File: src/rtl/uart_pkg.sv
// Shared UART constants: baud timing for the 12 MHz iCE board and FIFO defaults.
// Also provides the FIFO depth helper used by the byte FIFO and its storage array.
package uart_pkg;

  localparam int UART_PERIOD     = 104;  // 12 MHz / 115200 baud
  localparam int UART_PERIOD_TH  = 52;   // mid-bit sample point
  localparam int FIFO_WIDTH      = 8;
  localparam int FIFO_DEPTH_LOG2 = 4;

  function automatic int fifo_depth(input int depth_log2);
    return 1 << depth_log2;
  endfunction

endpackage

File: src/rtl/uart_fifo_mem.sv
// Byte FIFO storage: one synchronous write port, asynchronous read for show-ahead output.
// Contents are deliberately not reset so the array can map onto logic or SB_RAM.
module uart_fifo_mem
  import uart_pkg::*;
#(
  parameter int WIDTH      = FIFO_WIDTH,
  parameter int DEPTH_LOG2 = FIFO_DEPTH_LOG2
) (
  input  logic                  CLK,
  input  logic                  i_we,
  input  logic [DEPTH_LOG2-1:0] i_waddr,
  input  logic [WIDTH-1:0]      i_wdata,
  input  logic [DEPTH_LOG2-1:0] i_raddr,
  output logic [WIDTH-1:0]      o_rdata
);

  localparam int DEPTH = fifo_depth(DEPTH_LOG2);

  logic [WIDTH-1:0] r_mem [0:DEPTH-1];

  always_ff @(posedge CLK) begin
    if (i_we) r_mem[i_waddr] <= i_wdata;
  end

  assign o_rdata = r_mem[i_raddr];

endmodule

File: src/rtl/uart_byte_fifo.sv
// Byte FIFO between the UART receiver (strobe, no backpressure) and transmitter (valid/ready).
// Tracks occupancy and counts bytes lost when a strobe arrives while full and nothing drains.
module uart_byte_fifo
  import uart_pkg::*;
#(
  parameter int WIDTH      = FIFO_WIDTH,
  parameter int DEPTH_LOG2 = FIFO_DEPTH_LOG2,
  parameter int DROP_W     = 8
) (
  input  logic                  CLK,
  input  logic                  RST,
  input  logic [WIDTH-1:0]      in_data,
  input  logic                  in_valid,
  output logic [WIDTH-1:0]      out_data,
  output logic                  out_valid,
  input  logic                  out_ready,
  output logic [DEPTH_LOG2:0]   count,
  output logic                  full,
  output logic                  overflow,
  output logic [DROP_W-1:0]     drop_count,
  input  logic                  clr_stats
);

  localparam int                 DEPTH     = fifo_depth(DEPTH_LOG2);
  localparam logic [DEPTH_LOG2:0] DEPTH_CNT = (DEPTH_LOG2+1)'(DEPTH);

  function automatic logic [DROP_W-1:0] sat_inc(input logic [DROP_W-1:0] v);
    return (&v) ? v : v + 1'b1;
  endfunction

  logic [DEPTH_LOG2-1:0] r_wr_ptr;
  logic [DEPTH_LOG2-1:0] r_rd_ptr;
  logic [DEPTH_LOG2:0]   r_count;
  logic                  r_overflow;
  logic [DROP_W-1:0]     r_drop_count;

  logic w_pop;
  logic w_push;
  logic w_drop;

  assign out_valid = (r_count != '0);
  assign full      = (r_count == DEPTH_CNT);

  // A pop frees a slot in the same cycle, so a full FIFO still accepts a byte while draining.
  assign w_pop  = out_valid & out_ready;
  assign w_push = in_valid & (~full | w_pop);
  assign w_drop = in_valid & full & ~w_pop;

  uart_fifo_mem #(
    .WIDTH      (WIDTH),
    .DEPTH_LOG2 (DEPTH_LOG2)
  ) u_mem (
    .CLK     (CLK),
    .i_we    (w_push & ~RST),
    .i_waddr (r_wr_ptr),
    .i_wdata (in_data),
    .i_raddr (r_rd_ptr),
    .o_rdata (out_data)
  );

  always_ff @(posedge CLK) begin
    if (RST) begin
      r_wr_ptr <= '0;
      r_rd_ptr <= '0;
      r_count  <= '0;
    end else begin
      if (w_push) r_wr_ptr <= r_wr_ptr + 1'b1;
      if (w_pop)  r_rd_ptr <= r_rd_ptr + 1'b1;
      case ({w_push, w_pop})
        2'b10:   r_count <= r_count + 1'b1;
        2'b01:   r_count <= r_count - 1'b1;
        default: r_count <= r_count;
      endcase
    end
  end

  // Clear wins over a coincident drop so software never sees a stale count after clearing.
  always_ff @(posedge CLK) begin
    if (RST || clr_stats) begin
      r_overflow   <= 1'b0;
      r_drop_count <= '0;
    end else if (w_drop) begin
      r_overflow   <= 1'b1;
      r_drop_count <= sat_inc(r_drop_count);
    end
  end

  assign count      = r_count;
  assign overflow   = r_overflow;
  assign drop_count = r_drop_count;

endmodule
File: config.mk
export PLATFORM = sky130hd
export DESIGN_NAME = uart_byte_fifo
export DESIGN_NICKNAME = d
export VERILOG_FILES = /design/src/rtl/uart_pkg.sv /design/src/rtl/uart_fifo_mem.sv /design/src/rtl/uart_byte_fifo.sv
export SDC_FILE = /design/constraint.sdc
export NUM_CORES = 1
export LEC_CHECK = 0
export BUFFER_PORTS_ARGS = -buffer_cell sky130_fd_sc_hd__buf_2
export CORE_MARGIN = 2
export CORE_UTILIZATION = 60
export CTS_CLUSTER_DIAMETER = 120
export CTS_CLUSTER_SIZE = 25
export DETAILED_ROUTE_END_ITERATION = 16
export GPL_ROUTABILITY_DRIVEN = 0
export PLACE_DENSITY = 0.87
export SLEW_MARGIN = 20
export SYNTH_ARGS = -nofsm -noshare
export SYNTH_HDL_FRONTEND = slang
export SYNTH_SLANG_ARGS = --single-unit
export TNS_END_PERCENT = 20
File: constraint.sdc
create_clock -name CLK -period 2.7 [get_ports CLK]
set_clock_uncertainty 0.15 [all_clocks]
set_input_delay 0.54 -clock CLK [delete_from_list [all_inputs] [get_ports CLK]]
set_output_delay 0.54 -clock CLK [all_outputs]
set_load 0.01 [all_outputs]
==> results of run 1 <==
## how the worst max path moves through the flow
stage,startpoint,endpoint,slack (ns),depth (start not counted)
after global routing,register,out_data[5],-0.43,4
final,register,out_data[5],-0.39,4
after floorplan,register,out_data[0],0.18,4
after detailed placement,in_valid,count[4],0.13,9
after CTS,register,out_data[1],-0.35,4
after global placement,in_valid,count[4],0.21,9
## metrics by stage
step / hold WS, ns / total power [uW] / instance area (um2) / utilization (%) / setup TNS (ns)
floorplan: 0.355 / 3670 / 6230 / - / 0
global placement: 0.304 / 3970 / 6700 / 65.7 / 0
detailed placement: 0.316 / 4010 / 6700 / 65.7 / 0
CTS: 0.213 / 6380 / 7330 / 71.9 / -2.58
global route: 0.222 / 6850 / 7510 / 73.8 / -3.26
finish: 0.218 / 6630 / 7510 / 73.8 / -2.89
## synth_stat cells, types with 2 or more instances
cell | instances | area, um2
a21oi_1 | 10 | 50.1
ha_1 | 8 | 100
nor2_1 | 34 | 128
nor2b_1 | 2 | 12.5
xor2_1 | 3 | 26.3
o41ai_1 | 3 | 26.3
nor4_1 | 3 | 18.8
mux4_2 | 40 | 901
nand2b_1 | 2 | 12.5
or3_1 | 5 | 31.3
o21a_1 | 2 | 15.0
o211ai_1 | 2 | 15.0
nand3_1 | 7 | 35.0
mux2i_1 | 3 | 30.0
nand2_1 | 12 | 45.0
or4_1 | 2 | 15.0
o311ai_0 | 3 | 26.3
a211oi_1 | 6 | 45.0
buf_1 | 3 | 11.3
inv_1 | 6 | 22.5
edfxtp_1 | 128 | 3840
nor3_1 | 6 | 30.0
or2_2 | 3 | 18.8
buf_2 | 5 | 25.0
dfxtp_1 | 26 | 521
clkbuf_1 | 8 | 30.0
xnor2_1 | 2 | 17.5
o21ai_0 | 7 | 35.0
nand3b_1 | 2 | 15.0
## layout make-up
type,instances,area share [%]
multi-input cells,179,23.6
well taps,136,2.27
repair buffers,76,8.03
inverters,6,0.300
flip-flops and latches,154,58.1
clock inverters,4,0.333
clock buffers,28,7.33
## metal layers
layer	global-route usage [%]	part of all wire [%]
met1	32.4	35
met2	46.7	53
met3	8.09	8.8
met4	9.59	2.9
met5	0	0
## layout by cell type (no fill, tap or decap), types with 3 or more instances in the layout
cell	count
buf_2	31
o41ai_1	3
mux2i_1	3
o21ai_0	7
nand2_1	12
or3_1	5
xor2_1	3
dfxtp_1	25
inv_1	6
edfxtp_1	128
buf_4	33
clkbuf_16	21
a211oi_1	6
buf_12	4
ha_1	8
nand3_1	7
nor2_1	34
clkbuf_1	6
o311ai_0	3
a21oi_1	10
mux4_2	40
nor3_1	6
or2_2	3
buf_6	6
## critical path: cells and delay by family, from the launching register on
family	cells	cell delay, ns
flip-flops	1	0.43
buffers and inverters	2	0.31
multiplexers	2	1.14
## cells by family after synthesis
| family | Yosys count | share of synthesized area, % |
|---|---|---|
| AND/OR/NAND/NOR | 85 | 6.91 |
| flip-flops | 154 | 70.0 |
| buffers and inverters | 23 | 1.61 |
| XOR/XNOR | 5 | 0.703 |
| adder cells (fa/ha/maj) | 8 | 1.61 |
| multiplexers | 44 | 15.1 |
| AO/OA/AOI/OAI | 37 | 4.02 |
## power by group
part           switching, uW  internal (uW)
clock network            890           1380
registers                130           2650
logic                    686            901
total                   1710           4930
## timing repair
item	in CTS	in global routing
setup buffers	0	16
gates cloned	1	1
gates resized for setup	6	3
endpoints found under the setup margin	8	9
## registers in the layout (all words and copies together) (netlist names), named ones only
signal,count
overflow,1
drop_count,8
u_mem.r_mem,128
r_wr_ptr,4
count,5
r_rd_ptr,4
==> results_dict.tcl, run 1 <==
set metrics [dict create \
    hold_depth 2 \
    synth_top_flop_cell "edfxtp_1" \
    yosysUniqueCellTypes 42 \
    cts-root-buf "clkbuf_8" \
    tightest_slew_ns 0.921 \
    dpl.cell_count 533 \
    drc 0 \
    cts_buffers 17 \
    fp.dieW_um 106 \
    final-seq-area_um2 4370 \
    cp_max_fo 6 \
    max_cap_viol_count 0 \
    insertion_delay_ns 0.52 \
    die_y_um 106 \
    grt_pass1_wl_mm 21.3 \
    synth-seq-cells 154 \
    hold_path.startpoint "RST" \
    startpoint_type "register" \
    synth_edf_count 128 \
    track_usage_pct 27.0 \
    fillCellCount 592 \
    hold_path.class "in -> reg" \
    coreArea_um2 10200 \
    synth_nets 377 \
    drv_slew 0 \
    vias 3732 \
    path_clk_slew_ns 0.06 \
    cts_hold_buf 0 \
    place_hpwl_mm 8.38 \
    cpPeakStageDelay_ns 0.58 \
    synth_cells 356 \
    r2r-start "count[0]" \
    cp_data_arrival_time_ns 2.40 \
    grt_max_degree 33 \
    clock_sinks 154 \
    hold_end "r_wr_ptr[1]" \
    rows 37 \
    finalCriticalPeriod_ns 3.09 \
    critPathRequiredTime_ns 2.01 \
    rsz0062_at_grt "true" \
    grt_pass1_vias 3632 \
    cts_tree "built" \
    initial_core_util_pct 61.2 \
    violations "negative setup slack" \
    path_cells "buf_12 -> mux4_2 -> mux4_2 -> buf_6" \
    drive_gt1_share_pct 34.2 \
    hold_viol 0 \
    routedWlPerCell_um 25.0 \
    instances_no_fill 583 \
    power.leakage_uw 0.00257 \
    seq_area_frac_synth_pct 70.0 \
    cp-end-kind "output pin" \
    routed_via_density 6.40 \
    htree_num_levels 4 \
    antenna_cells 0 \
    pre_cts_ws_ns 0.129 \
    slew_headroom_pct 38.1 \
    r2r-end "drop_count[5]" \
    period_share_pct 114 \
    finalSetupViolCount 8 \
    drt_iter0_markers 326 \
    antenna_found_initial 0 \
    multi_input_area_um2 1770 \
    ant_nets 0 \
    async_flop_share_pct 0 \
    avgSynthCellArea_um2 17.5 \
    drtPass1Iterations 4 \
    status "finished, violations left" \
    cp_slowest_cell "mux4_2" \
    fin_ws_ns -0.388 \
    reg2regPathDepth 4 \
    reg2reg_slack_ns 0.09 \
    area.growth.synth_to_final_pct 20.6 \
    port_buffers 36 \
    grt_remaining_overflow 0 \
    wl_mm 14.6 \
    fmax_ghz 0.324 \
    netlist_area_um2 6230 \
    num-nets-final 455 \
    irDropWorstVdd_v 0.000457 \
    ios 37 \
    crit_top_cell "mux4_2" \
    cts_buffer_depth 2 \
    powerDensity_nw_per_um2 883 \
    die_area_um2 11200 \
    yosys_warnings 0 \
    criticalPathCategory "reg -> out" \
]
No activity file was read; power rests on OpenSTA's default activity.
==> run 2, diff against run 1 <==
SYNTH_HIERARCHICAL = 1   (was unset)
==> results_dict.tcl, run 2 <==
set metrics [dict create \
    path_buf_inv 2 \
    cpPeakStageDelay_ns 0.54 \
    startpoint_type "register" \
    grt_pass1_vias 3693 \
    port_buffers 36 \
    layout_common_cells "edfxtp_1, buf_2, nor2_1, mux4_2, dfxtp_1" \
    synth_nets 389 \
    synth_commonest_cells "edfxtp_1, nor2_1, dfxtp_1, mux4_2, a22oi_1" \
    multi_input_area_um2 1900 \
    clock_sinks 150 \
    grt_remaining_overflow 0 \
    final_util_pct 71.5 \
    hold_viol 0 \
    cp-end-kind "output pin" \
    rows 37 \
    synth-seq-cells 150 \
    yosysTopAreaCellShare_pct 61.1 \
    p_switching_uw 1640 \
    p_comb_share_pct 20.7 \
    vias 3643 \
    slew_headroom_pct 35.6 \
    largest_register_ff_count 128 \
    antenna_cells 0 \
    cp_data_arrival_time_ns 2.17 \
    netlist_area_um2 6290 \
    power.internal_uw 4630 \
    routedWlPerCell_um 23.9 \
    yosysUniqueCellTypes 57 \
    num-nets-final 445 \
    endpoint "out_data[7]" \
    cts_hold_buf 0 \
    initial_core_util_pct 61.5 \
    r2r-end "count[4]" \
    rsz0062_at_grt "true" \
    path_cells "buf_6 -> mux4_2 -> a22oi_2 -> nand2_1 -> buf_2" \
    fmax_ghz 0.349 \
    cts-root-buf "clkbuf_8" \
    fillCellCount 611 \
    synth_edf_count 128 \
    antenna_found_initial 0 \
    insertion_delay_ns 0.52 \
    routed_via_density 6.35 \
    ant_nets 0 \
    synth_area_leaders "edfxtp_1, dfxtp_1, mux4_2, mux4_1, a22oi_1" \
    fin_tns_setup_ns -0.841 \
    die_area_um2 11300 \
    avgSynthCellArea_um2 17.1 \
    seqPwrFrac_pct 42.8 \
    async_flop_share_pct 0 \
    r2r-start "count[0]" \
    synth_cells 369 \
    wl_mm 13.7 \
    ios 37 \
    grt_pass1_wl_mm 21.2 \
    cts_tree "built" \
    fp.dieW_um 106 \
    reg2reg_slack_ns 0.14 \
    cts_buffers 17 \
    finalCriticalPeriod_ns 2.86 \
    crit_family "multiplexers" \
    coreArea_um2 10200 \
    criticalPathCategory "reg -> out" \
    max_cap_viol_count 0 \
    p_sw_share_pct 26.2 \
    powerDensity_nw_per_um2 858 \
    irDropWorstVdd_v 0.000682 \
    fin_ws_ns -0.164 \
    regMostFlops "u_mem/r_mem" \
    drv_slew 0 \
    synth_area_leader_cell "edfxtp_1" \
    yosys_warnings 6 \
    final_common_cell "edfxtp_1" \
    place_hpwl_mm 8.54 \
    final-seq-area_um2 4290 \
    violations "negative setup slack" \
    drive_gt1_share_pct 30.6 \
    hold_path.class "in -> reg" \
    cp.depth 5 \
    grt_max_degree 34 \
    critPathRequiredTime_ns 2.01 \
    cp_slowest_cell "mux4_2" \
    tightest_slew_ns 0.962 \
    path_clk_slew_ns 0.06 \
    finalSetupViolCount 8 \
    clkPwrFrac_pct 36.5 \
    drc 0 \
    drtPass1Iterations 5 \
    cts_buffer_depth 2 \
    cp_max_fo 6 \
    period_share_pct 106 \
    area.growth.synth_to_final_pct 16.2 \
    drt_iter0_markers 379 \
    reg2regPathDepth 8 \
    critPathLaunch "r_rd_ptr[0]" \
    status "finished, violations left" \
    seq_area_frac_synth_pct 68.1 \
    synth_most_common_cell "edfxtp_1" \
    synth_top_flop_cell "edfxtp_1" \
    htree_num_levels 4 \
    die_y_um 106 \
    power.leakage_uw 0.00247 \
    track_usage_pct 26.7 \
]
run 2: how the worst min path moves through the flow:
stage,cells past startpoint,endpoint,slack [ns],from
2_1_floorplan,2,overflow,0.35,overflow
3_3_place_gp,2,overflow,0.30,overflow
3_5_place_dp,2,overflow,0.31,overflow
4_1_cts,3,drop_count[6],0.17,clr_stats
5_1_grt,3,drop_count[6],0.20,clr_stats
6_report,3,drop_count[6],0.21,clr_stats
run 2: stage by stage:
stage	instances	hold slack, ns	setup slack (ns)	cell area, um2	power [uW]
floorplan	369	0.355	0.0762	6300	3600
global placement	540	0.303	0.207	6670	3890
detailed placement	540	0.312	0.0985	6670	3940
CTS	574	0.168	-0.158	7300	6300
global route	574	0.195	-0.221	7310	6510
finish	574	0.212	-0.164	7310	6270
run 2: power groups by stage:
stage | Sequential, uW | Combinational, uW | Clock [uW]
5_1_grt | 2690 | 1400 | 2410
3_5_place_dp | 2730 | 1210 | 0
4_1_cts | 2680 | 1290 | 2330
3_3_place_gp | 2710 | 1180 | 0
6_report | 2680 | 1300 | 2290
2_1_floorplan | 2710 | 897 | 0
run 2: worst reg2reg max path, delay by kind of cell, from the launching register on:
kind / cells / cell delay [ns]
buffers and inverters: 1 / 0.11
adders and majority gates: 1 / 0.34
AOI/OAI and AO/OA: 3 / 0.69
DFF: 1 / 0.37
and+or+nand+nor: 3 / 0.77
run 2: logic make-up (layout without fill, tap and decap cells):
kind of cell             count (synthesis)  after routing  synth area share (%)
AO/OA/AOI/OAI                           47             47                  5.69
flip-flops                             150            150                  68.1
buffers and inverters                   22             91                  2.21
XOR/XNOR                                 8              8                  1.11
adder cells (fa/ha/maj)                  7              7                  1.51
AND/OR/NAND/NOR                         99             99                  8.45
multiplexers                            36             36                  12.9
run 2: repair_timing:
item,CTS,global route
buffers inserted,2,0
gates resized for setup,21,4
endpoints found under the setup margin,8,18
pin swaps,5,2
run 2: routing by layer:
metal,track usage [%],routed length (um),vias to the layer above
met4,11.4,348,0
li1,-,-,1590
met1,33.5,5370,1830
met5,0,0,-
met2,44.4,7010,191
met3,6.81,1010,32
run 2: area by class of cell:
cell class,instances,area share (%)
clock buffer,22,6.06
clock inverter,10,1.81
sequential,150,58.7
multi-input combinational,197,26.0
inverter,5,0.257
timing repair buffer,54,4.88
tap,136,2.33
